### src/rtl/seq_mac.sv
// seq_mac: radix-2 shift-add multiplier with optional accumulation.
// One multiplier bit is consumed per RUN cycle; the finished product is folded
// into the guarded accumulator on the edge that enters DONE, so out only moves
// in DONE, on acc_clear or on reset.
module seq_mac #(
    parameter int WIDTH  = 8,
    parameter int GUARD  = 4,
    parameter int SIGNED = 0
) (
    input  logic                      clk,
    input  logic                      reset,
    input  logic                      enable,
    input  logic                      start,
    input  logic                      mode,
    input  logic                      acc_clear,
    input  logic [WIDTH-1:0]          ina,
    input  logic [WIDTH-1:0]          inb,
    output logic                      busy,
    output logic                      done,
    output logic                      overflow,
    output logic [2*WIDTH+GUARD-1:0]  out
);
    localparam int PW = 2 * WIDTH;
    localparam int AW = PW + GUARD;
    localparam int CW = $clog2(WIDTH);

    typedef enum logic [1:0] {S_IDLE, S_RUN, S_DONE} state_t;

    state_t           r_state;
    logic [PW-1:0]    r_mcand;   // multiplicand, pre-shifted by the step count
    logic [WIDTH-1:0] r_mplier;  // multiplier, bit 0 is the current step's bit
    logic [PW-1:0]    r_pp;
    logic [CW-1:0]    r_cnt;
    logic             r_mode;
    logic [AW-1:0]    r_out;
    logic             r_busy;
    logic             r_done;
    logic             r_ovf;

    logic [PW-1:0]    w_a_ext;
    logic             w_last;
    logic             w_sub;
    logic [PW-1:0]    w_pp_next;
    logic [AW-1:0]    w_prod;
    logic [AW:0]      w_sum;
    logic             w_ovf;

    // Operand extension, one shift-add step, and the final accumulate/overflow.
    // The signed MSB step subtracts because the top multiplier bit weighs -2^(W-1).
    always_comb begin
        w_a_ext   = (SIGNED != 0) ? PW'($signed(ina)) : PW'(ina);
        w_last    = (r_cnt == CW'(WIDTH - 1));
        w_sub     = (SIGNED != 0) && w_last;
        w_pp_next = r_pp;
        if (r_mplier[0])
            w_pp_next = w_sub ? (r_pp - r_mcand) : (r_pp + r_mcand);
        w_prod    = (SIGNED != 0) ? AW'($signed(w_pp_next)) : AW'(w_pp_next);
        w_sum     = {1'b0, r_out} + {1'b0, w_prod};
        if (SIGNED != 0)
            w_ovf = (r_out[AW-1] == w_prod[AW-1]) && (w_sum[AW-1] != r_out[AW-1]);
        else
            w_ovf = w_sum[AW];
    end

    // Control FSM plus datapath registers; enable freezes everything, reset wins.
    always_ff @(posedge clk) begin
        if (reset) begin
            r_state  <= S_IDLE;
            r_mcand  <= '0;
            r_mplier <= '0;
            r_pp     <= '0;
            r_cnt    <= '0;
            r_mode   <= 1'b0;
            r_out    <= '0;
            r_busy   <= 1'b0;
            r_done   <= 1'b0;
            r_ovf    <= 1'b0;
        end else if (enable) begin
            case (r_state)
                S_RUN: begin
                    r_pp     <= w_pp_next;
                    r_mcand  <= r_mcand << 1;
                    r_mplier <= r_mplier >> 1;
                    r_cnt    <= r_cnt + CW'(1);
                    if (w_last) begin
                        r_state <= S_DONE;
                        r_busy  <= 1'b0;
                        r_done  <= 1'b1;
                        r_out   <= r_mode ? w_sum[AW-1:0] : w_prod;
                        if (r_mode && w_ovf)
                            r_ovf <= 1'b1;
                    end
                end
                default: begin
                    // IDLE and DONE both accept a clear and a new start;
                    // the clear lands first so a MAC started now begins from 0.
                    r_done <= 1'b0;
                    if (acc_clear) begin
                        r_out <= '0;
                        r_ovf <= 1'b0;
                    end
                    if (start) begin
                        r_state  <= S_RUN;
                        r_busy   <= 1'b1;
                        r_mcand  <= w_a_ext;
                        r_mplier <= inb;
                        r_mode   <= mode;
                        r_pp     <= '0;
                        r_cnt    <= '0;
                    end else begin
                        r_state  <= S_IDLE;
                        r_busy   <= 1'b0;
                    end
                end
            endcase
        end
    end

    assign busy     = r_busy;
    assign done     = r_done;
    assign overflow = r_ovf;
    assign out      = r_out;

endmodule

### config.mk
export PLATFORM = sky130hd
export DESIGN_NAME = seq_mac
export DESIGN_NICKNAME = d
export VERILOG_FILES = /design/src/rtl/seq_mac.sv
export SDC_FILE = /design/constraint.sdc
export NUM_CORES = 1
export LEC_CHECK = 0
export CAP_MARGIN = 40
export CELL_PAD_IN_SITES_DETAIL_PLACEMENT = 1
export CELL_PAD_IN_SITES_GLOBAL_PLACEMENT = 1
export CORE_MARGIN = 10
export CORE_UTILIZATION = 47
export CTS_CLUSTER_DIAMETER = 150
export CTS_CLUSTER_SIZE = 24
export DETAILED_ROUTE_END_ITERATION = 10
export PLACE_DENSITY_LB_ADDON = 0.1
export SLEW_MARGIN = 30
export SYNTH_ARGS = -nofsm -noshare
export SYNTH_HDL_FRONTEND = slang
export SYNTH_SLANG_ARGS = --single-unit
### constraint.sdc
create_clock -name clk -period 11.7 [get_ports clk]
set_input_delay 1.17 -clock clk [delete_from_list [all_inputs] [get_ports clk]]
set_output_delay 1.17 -clock clk [all_outputs]
set_load 0.05 [all_outputs]
* After elaboration in Yosys (flattened, before gate mapping)
Cells that the tools add are included.
** Operators by class
- Add/subtract/negate cells :: 3
- Equality and inequality tests :: 4
- Mux-type cells :: 25
- Bitwise logic cells :: 1
- Reduce and logical (&&, ||, !) cells :: 8
** Operators with widths (count)
- 16-bit two-way mux :: 5
- 20-bit two-way mux :: 4
- 20-bit by 16-bit adder with 21-bit output :: 1
- 16-bit adder :: 1
- 8-bit two-way mux :: 2
- 1-bit two-way mux :: 10
- 3-bit two-way mux :: 2
- 3-bit AND reduction :: 2
- 2-bit two-way mux :: 2
- 2-bit != test (second input constant) :: 2
- 2-bit AND reduction :: 2
- 4-bit AND reduction :: 1
- 2-bit nonzero test :: 2
- 3-bit by 1-bit adder with 3-bit output (second input constant) :: 1
- 3-bit == test (second input constant) :: 1
- 2-bit by 1-bit == test with 1-bit output (second input constant) :: 1
- 1-bit logical AND :: 1
- 1-bit inverter :: 1
** Word-level totals
- Bits in registers :: 69
- Input bits :: 22

* Longest topological paths before layout
Gate-level depths: netlist (run 1).
- Depth in word-level cells :: 7
- Depth in mapped cells :: 20
- Mapped depth without buffers :: 20

* Worst setup path before layout (run 1)
No wires, ideal clock.
- Kind :: register to register
- Start :: register r_mcand[0]
- End :: register r_out[16], in the netlist out[16]
- Arrival time :: 3.594 ns
- Required time :: 11.614 ns
- Slack :: 8.021 ns
- Cell stages (with the launch flop) :: 19
- Path buffers :: 0
- Cell sequence :: dfxtp_1 -> ha_1 -> inv_1 -> fa_1 -> nor2b_1 -> o31a_1 -> o31a_1 -> o21a_1 -> o21a_1 -> o31ai_2 -> ha_1 -> a21oi_1 -> o21ai_0 -> a21oi_1 -> nand2_1 -> a22o_1 -> a21bo_2 -> o21ba_2 -> a211oi_1
** Between the ends
- Longest elaborated chain between the ends :: 6
** RTL lines
- from (decl) :: line 30 : logic [PW-1:0] r_mcand;
- from (signal assigned) :: line 82 : r_mcand <= r_mcand << 1;
- from (signal assigned) :: line 105 : r_mcand <= w_a_ext;
- 16-bit adder :: line 56 : w_pp_next = w_sub ? (r_pp - r_mcand) : (r_pp + r_mcand);
- 16-bit two-way mux :: line 55 : if (r_mplier[0])
- 20-bit by 16-bit adder with 21-bit output :: line 58 : w_sum = {1'b0, r_out} + {1'b0, w_prod};
- 20-bit two-way mux :: line 89 : r_out <= r_mode ? w_sum[AW-1:0] : w_prod;
- 20-bit two-way mux :: line 85 : if (w_last) begin
- 20-bit two-way mux :: line 79 : case (r_state)
- to (signal assigned) :: line 89
- to (decl) :: line 35 : logic [AW-1:0] r_out;
No other way between the ends. The select of a mux whose other input is x is not followed.
A chain may end at the register's enable or synchronous reset.

* Worst setup path in the final report (run 1)
- Start :: register r_mcand[0]
- End :: register r_out[18], in the netlist out[18]
Same word-level chain as after synthesis.

==> results.yml, run 1 <==
placement:
  post-dp-hpwl_mm: 9.373
  routabilityCongestion: 0.8859
  post-place-ws_ns: 7.467
  numPortBuffers: 44
sta:
  clock.fmax_mhz: 229.4
  worst_slew_pin_slew_ns: 0.8459
  finalHoldViolations: 0
  period_share: 0.3726
  final.min_clock_period_ns: 4.359
  timing.slew.headroom: 0.4355
  rsz0062_at_grt: "false"
  finalSetupViolations: 0
  drv_slew: 0
  clock-skew-final_ns: 0.01486
  post-route-worst-setup-slack_ns: 7.341
  setup_tns_ns: 0
critical_path:
  worstSetupStartpoint: "r_mcand[0]"
  worst_setup_path_endpoint: "out[18]"
  timing.critical_path.fanout_max: 8
  r2r_start: "r_mcand[0]"
  cp_data_arrival_time_ns: 4.59
  r2r-end: "out[18]"
  endpoint_kind: "flip-flop"
  required_ns: 11.93
  start_kind: "flip-flop"
  timing.reg2reg.worst_path_depth: 20
  crit_type: "reg -> reg"
  reg2reg_setup_slack_ns: 7.34
logic_synthesis:
  synth.most_common_cell: "sky130_fd_sc_hd__nor2_1"
  edff_count_synth: 0
  synthesized_area_um2: 4412
  avgSynthCellArea_um2: 8.277
  synth_largest_type_area_fraction: 0.3040
  postSynth.asyncResetShare: 0
  sequential_element_share_of_the_synthesized_area: 0.3040
  synth_cells: 533
  postSynthNetCount: 592
  netlist-cell-type-count: 63
  post_synth_main_area_contributors: "sky130_fd_sc_hd__dfxtp_1, sky130_fd_sc_hd__ha_1, sky130_fd_sc_hd__nor2_1, sky130_fd_sc_hd__a22oi_1, sky130_fd_sc_hd__a21oi_1"
  synth_warnings: 0
  yosys-top-cells-count: "sky130_fd_sc_hd__nor2_1, sky130_fd_sc_hd__dfxtp_1, sky130_fd_sc_hd__nand2_1, sky130_fd_sc_hd__a21oi_1, sky130_fd_sc_hd__ha_1"
  synth_top_area_cell: "sky130_fd_sc_hd__dfxtp_1"
  dominantRegCellSynth: "sky130_fd_sc_hd__dfxtp_1"
  synth-seq-cells: 67
cells_and_area:
  num-fill-cells: 1114
  final_core_util: 0.5611
  layout.nets: 624
  area_growth_pct: 16.96
  n_antenna_cell: 0
  layout-drive-gt1-share: 0.08421
die:
  start_util: 0.4797
  die_boundary_height_um: 116.9
  die_area_um2: 13660
  die_w_um: 116.9
  core_um2: 9196
  io-pin-count: 45
  core.rowCount: 35
pwr:
  sw_frac_of_total: 0.2459
  p_clk_frac: 0.478
  power_report.internal_total_uw: 423.5
  vdd_ir_drop_max_mv: 0.05774
  power.static_leakage_nw: 2.089
  power.density_cell_area_nw_per_um2: 108.8
  switchingPower_uw: 138.1
  power_frac_seq: 0.423
  power.combinational.fraction: 0.100
cts:
  post_cts_setup_buffer_count: 0
  post_cts_resized: 0
  clk_root_buffer_cell: "sky130_fd_sc_hd__clkbuf_8"
  cts_hold_repair.buffers: 0
  clock_tree.htree_level_count: 3
  tritoncts: "built"
  clock_buffers_created_by_tritoncts: 9
  clock_insertion_delay_worst_skew_ns: 0.36
  cts_sinks: 67
  ctsLongestPathBuffers: 2
  clkTransAtPathRegs_ns: 0.08
drt:
  routed_wirelength_mm: 13.44
  detailedRoute.firstIterationViolations: 327
  drt.antenna.violating_nets: 0
  drt_pass1_iterations: 4
  vias_per_cell: 6.241
  routedWlPerCell_um: 19.73
  route.vias.total: 4250
  detail_route.drc_violations: 0
job:
  max_cap_viol_count: 0
grt:
  grt_start_max_net_pins: 69
  grt_pass1_wl_mm: 21.97
  global_route.overflow_total: 0
  track_usage: 0.1997
  initial_antenna_violation_count: 0
  first_global_vias: 4364
hold_path:
  holdCritPathClass: "reg -> reg"
run_status:
  run_status: "finished clean"
==> registers in the layout, indices dropped and copies added (netlist names) <==
signal / flops
r_pp: 16
r_mode: 1
overflow: 1
out: 20
r_mcand: 16
r_state: 2
r_mplier: 8
r_cnt: 3
==> layout make-up <==
class	instances	area [um2]	area share
multi-input combinational	424	2873	0.5567
sequential	67	1341	0.2599
timing repair buffer	50	484.2	0.09384
tap	111	138.9	0.02692
clock buffer	10	137.6	0.02667
clock inverter	6	136.4	0.02643
inverter	13	48.80	0.009457
==> worst max-delay path: stages, from the launching register on <==
cell	delay [ns]
sky130_fd_sc_hd__dfxtp_1	0.37
sky130_fd_sc_hd__ha_1	0.22
sky130_fd_sc_hd__inv_1	0.07
sky130_fd_sc_hd__fa_1	0.38
sky130_fd_sc_hd__nor2b_1	0.23
sky130_fd_sc_hd__o31a_1	0.20
sky130_fd_sc_hd__o31a_1	0.24
sky130_fd_sc_hd__o2111ai_2	0.20
sky130_fd_sc_hd__a21boi_1	0.32
sky130_fd_sc_hd__a221oi_2	0.13
sky130_fd_sc_hd__xor2_1	0.27
sky130_fd_sc_hd__o21bai_1	0.11
sky130_fd_sc_hd__ha_1	0.42
sky130_fd_sc_hd__inv_1	0.11
sky130_fd_sc_hd__o21bai_1	0.15
sky130_fd_sc_hd__a21oi_1	0.09
sky130_fd_sc_hd__or3_1	0.34
sky130_fd_sc_hd__o21ai_0	0.08
sky130_fd_sc_hd__a21oi_1	0.06
sky130_fd_sc_hd__a22oi_1	0.19
sky130_fd_sc_hd__nor2_1	0.05
==> routing by layer <==
| layer | GRT usage | part of all wire | up-vias | wire length (um) |
|---|---|---|---|---|
| met3 | 0.03517 | 0.036 | 20 | 489 |
| met4 | 0.06178 | 0.018 | 0 | 247 |
| met2 | 0.3450 | 0.49 | 82 | 6590 |
| li1 | - | - | 2049 | - |
| met5 | 0 | 0 | - | 0 |
| met1 | 0.2464 | 0.45 | 2099 | 6107 |
==> metrics by stage <==
| stage | total power, mW | area [um2] | instances | hold WS (ns) |
|---|---|---|---|---|
| CTS | 0.5650 | 5160 | 681 | 0.4827 |
| detailed placement | 0.2984 | 4886 | 665 | 0.4708 |
| global placement | 0.2961 | 4872 | 664 | 0.4570 |
| finish | 0.5616 | 5160 | 681 | 0.4799 |
| floorplan | 0.2793 | 4412 | 533 | 0.4412 |
| global route | 0.5799 | 5160 | 681 | 0.5052 |
==> worst min-delay path by stage <==
stage                     depth (start not counted)  slack [ns]         from     endpoint
after detailed placement                          1        0.47     r_cnt[0]     r_cnt[0]
final                                             2        0.48  r_mplier[6]  r_mplier[5]
after global placement                            1        0.46     r_cnt[0]     r_cnt[0]
after global routing                              2        0.51  r_mplier[6]  r_mplier[5]
after floorplan                                   1        0.44     r_cnt[0]     r_cnt[0]
after CTS                                         1        0.48     r_cnt[0]     r_cnt[0]
==> cell families (layout without fill, tap and decap cells) <==
group / count (synthesis) / in the layout / synth area share
flip-flops: 67 / 67 / 0.3040
AND/OR/NAND/NOR: 175 / 175 / 0.1775
adder cells (fa/ha/maj): 37 / 37 / 0.1083
multiplexers: 12 / 12 / 0.02949
XOR/XNOR: 18 / 18 / 0.03744
AO/OA/AOI/OAI: 182 / 182 / 0.2978
buffers and inverters: 42 / 79 / 0.04537
==> power by group through the flow <==
| stage | logic (mW) | clock network [mW] | registers (mW) |
|---|---|---|---|
| after floorplan | 0.0374 | 0 | 0.242 |
| after global placement | 0.0536 | 0 | 0.242 |
| after detailed placement | 0.0556 | 0 | 0.243 |
| after CTS | 0.0560 | 0.271 | 0.237 |
| after global routing | 0.0613 | 0.280 | 0.238 |
| final | 0.0559 | 0.268 | 0.238 |
==> layout by cell type (no fill, tap or decap), types with 3 or more instances in the layout <==
cell                              netlist  final
sky130_fd_sc_hd__or2_2                  3      3
sky130_fd_sc_hd__nor3_1                 8      8
sky130_fd_sc_hd__nor2_1                79     78
sky130_fd_sc_hd__o31a_1                 3      3
sky130_fd_sc_hd__mux2_2                 4      4
sky130_fd_sc_hd__ha_1                  35     35
sky130_fd_sc_hd__nor2b_1                5      5
sky130_fd_sc_hd__and3_1                 6      6
sky130_fd_sc_hd__o211ai_1               3      3
sky130_fd_sc_hd__clkdlybuf4s50_1        0     43
sky130_fd_sc_hd__o21ai_0               21     21
sky130_fd_sc_hd__a22oi_1               28     28
sky130_fd_sc_hd__a21o_1                12     12
sky130_fd_sc_hd__dfxtp_1               67     67
sky130_fd_sc_hd__o21bai_1               5      5
sky130_fd_sc_hd__xor2_1                 6      6
sky130_fd_sc_hd__nand2b_1               5      5
sky130_fd_sc_hd__nand3_1               13     13
sky130_fd_sc_hd__a211oi_1               8      8
sky130_fd_sc_hd__inv_1                 12     12
sky130_fd_sc_hd__a32oi_1                6      6
sky130_fd_sc_hd__xnor2_1               11     11
sky130_fd_sc_hd__clkbuf_8               4     10
sky130_fd_sc_hd__buf_4                  0      5
sky130_fd_sc_hd__a222oi_1               9      9
sky130_fd_sc_hd__or3_1                  4      4
sky130_fd_sc_hd__nand2_1               42     42
sky130_fd_sc_hd__o21a_1                 9      9
sky130_fd_sc_hd__a21oi_1               38     38
sky130_fd_sc_hd__bufinv_16              0      4
sky130_fd_sc_hd__a311oi_1              16     16
sky130_fd_sc_hd__mux2i_1                7      7
No activity file was read; power rests on OpenSTA's default activity.
==> run 2, diff against run 1 <==
--- a/config.mk
+++ b/config.mk
@@ -9,7 +9,7 @@
 export CELL_PAD_IN_SITES_DETAIL_PLACEMENT = 1
 export CELL_PAD_IN_SITES_GLOBAL_PLACEMENT = 1
 export CORE_MARGIN = 10
-export CORE_UTILIZATION = 47
+export CORE_UTILIZATION = 39
 export CTS_CLUSTER_DIAMETER = 150
 export CTS_CLUSTER_SIZE = 24
 export DETAILED_ROUTE_END_ITERATION = 10
==> constraint.sdc (replaced) <==
create_clock -name clk -period 3.6 [get_ports clk]
set_input_delay 0.36 -clock clk [delete_from_list [all_inputs] [get_ports clk]]
set_output_delay 0.36 -clock clk [all_outputs]
set_load 0.05 [all_outputs]
==> run 2 against run 1 <==
Compared with the run above:
- the flow now finishes with violations (setup timing)
- wire length grew 14%
- non-clock buffer count up 72
- clock power grew to 3.7 times the previous value
- sequential share of layout area shrank 3.7 points
- utilization down 0.91 points
- setup slack worse by 7.6 ns
- design area rose by 17%
- sequential power grew to 3.3 times the previous value
- count of clock-buffer cells in the layout is 2 higher
- total power grew to 3.5 times the previous value
- sequential cell count unchanged
- first-iteration DRC count is 0.92% higher
- critical path type unchanged
- critical endpoint is now out[16]
- highest routed layer unchanged
==> results.yml, run 2 (same netlist as run 1, synthesis figures left out) <==
run_status:
  run_status: "complete, but fails checks"
  violations: "setup timing"
die:
  core_um2: 10940
  core.rowCount: 38
  die_area_um2: 15970
  die_boundary_height_um: 126.4
  io-pin-count: 45
  start_util: 0.4034
  die_w_um: 126.4
grt:
  track_usage: 0.1839
  initial_antenna_violation_count: 0
  grt-busiest-layer: "met2"
  grt_start_max_net_pins: 44
  first_global_vias: 4712
  global_route.usage.met3: 0.02707
  use_met1: 0.2264
  grtUsageMet2: 0.3159
  global_route.overflow_total: 0
  grt_pass1_wl_mm: 24.38
cells_and_area:
  largest_register_ff_count: 20
  num-fill-cells: 1316
  mostFrequentLayoutCell: "sky130_fd_sc_hd__nor2_1"
  commonest_cells_after_routing_fill_and_taps_aside: "sky130_fd_sc_hd__nor2_1, sky130_fd_sc_hd__buf_4, sky130_fd_sc_hd__dfxtp_1"
  design_area_um2: 6036
  multiInputGateArea_um2: 3082
  layout-drive-gt1-share: 0.2414
  layout.nets: 696
  n_antenna_cell: 0
  area_growth_pct: 36.81
  final-instance-count-excl-fill: 782
  ff_latch_area_um2: 1345
placement:
  post-place-ws_ns: -0.3384
  place_inst: 754
  routabilityCongestion: 0.8143
  numPortBuffers: 44
  dpl_cell_area_um2: 5373
  post-dp-hpwl_mm: 10.56
sta:
  clock.fmax_mhz: 262.3
  final.min_clock_period_ns: 3.812
  period_share: 1.059
  rsz0062_at_grt: "true"
  drv_slew: 0
  clock-skew-final_ns: 0.005895
  fin_hold_ws_ns: 0.4406
  post-route-worst-setup-slack_ns: -0.2124
  finalSetupViolations: 10
  finalHoldViolations: 0
  worst_slew_pin_slew_ns: 0.7841
  timing.slew.headroom: 0.4754
cts:
  cts_hold_repair.buffers: 0
  clkTransAtPathRegs_ns: 0.06
  clk_root_buffer_cell: "sky130_fd_sc_hd__clkbuf_16"
  ctsLongestPathBuffers: 2
  clock_tree.htree_level_count: 3
  clock_buffers_created_by_tritoncts: 9
  tritoncts: "built"
  cts_sinks: 67
  clock_insertion_delay_worst_skew_ns: 0.34
critical_path:
  crit_chain: "ha_4 > inv_2 > fa_2 > nor2b_4 > o31a_1 > o31a_1 > o21a_1 > o21a_1 > o31ai_4 > ha_4 > buf_6 > nand2_4 > o21ai_4 > a21oi_2 > nand2_1 > a22o_1 > a21bo_2 > o21ba_4 > a211oi_2"
  critPathSlowestCell: "sky130_fd_sc_hd__dfxtp_2"
  required_ns: 3.87
  critical-path-max-stage-delay_ns: 0.33
  endpoint_kind: "flip-flop"
  timing.critical_path.fanout_max: 4
  cp_data_arrival_time_ns: 4.08
  start_kind: "flip-flop"
  crit_type: "reg -> reg"
drt:
  vias_per_cell: 5.799
  routed_wirelength_mm: 15.27
  detail_route.drc_violations: 0
  route.vias.total: 4535
  drt_pass1_iterations: 6
  detailedRoute.firstIterationViolations: 330
  routedWlPerCell_um: 19.53
  drt.antenna.violating_nets: 0
hold_path:
  holdCritPathClass: "in -> reg"
pwr:
  power.density_cell_area_nw_per_um2: 326.8
  vdd_ir_drop_max_mv: 0.2424
  power.static_leakage_nw: 2.536
job:
  max_cap_viol_count: 0
-- run 2: metal layers --
layer  vias up  wire, um  part of all wire
li1       2190         -                 -
met1      2241      6970              0.46
met2        85      7595              0.50
met3        19       424             0.028
met4         0       278             0.018
met5         -         0                 0
-- run 2: per-stage QoR --
step           utilization  TNS, ns  total power, mW
6_report            0.5519   -1.253            1.973
5_1_grt             0.5519   -3.094            2.041
3_3_place_gp        0.4913   -1.179           0.9865
3_5_place_dp        0.4913   -2.822           0.9932
2_1_floorplan            -        0           0.9076
4_1_cts             0.5378   -2.362            1.982
-- run 2: worst paths after layout --
path	endpoint	startpoint	cells after the start	slack, ns
worst max-delay path	out[16]	r_mcand[0]	19	-0.21
worst min-delay path	out[10]	reset	2	0.44
worst max register to register	out[16]	r_mcand[0]	19	-0.21
worst min register to register	r_mplier[1]	r_mplier[2]	2	0.48
-- run 2: where the power goes --
group / switching [mW] / total [mW] / internal [mW]
Combinational: 0.122 / 0.214 / 0.0916
Sequential: 0.0170 / 0.776 / 0.759
Clock: 0.340 / 0.983 / 0.643
Total: 0.479 / 1.97 / 1.49
-- run 2: cell type report --
type | count | share of cell area
clock buffers | 12 | 0.04250
clock inverters | 4 | 0.01202
inverters | 13 | 0.008085
multi-input cells | 424 | 0.5106
flip-flops and latches | 67 | 0.2228
well taps | 140 | 0.02902
repair buffers | 122 | 0.1750
-- run 2: critical path: cells and delay by family, from the launching register on --
kind | cells | cell delay [ns]
adder cells (fa/ha/maj) | 3 | 0.66
buffers and inverters | 2 | 0.18
AO/OA/AOI/OAI | 11 | 2.36
AND/OR/NAND/NOR | 3 | 0.20
flip-flops | 1 | 0.33
-- run 2: what timing repair did --
| item | 4_1_cts | 5_1_grt |
|---|---|---|
| endpoints found under the setup margin | 13 | 14 |
| pin swaps | 34 | 29 |
| buffers inserted | 7 | 4 |
| resized for setup | 31 | 26 |
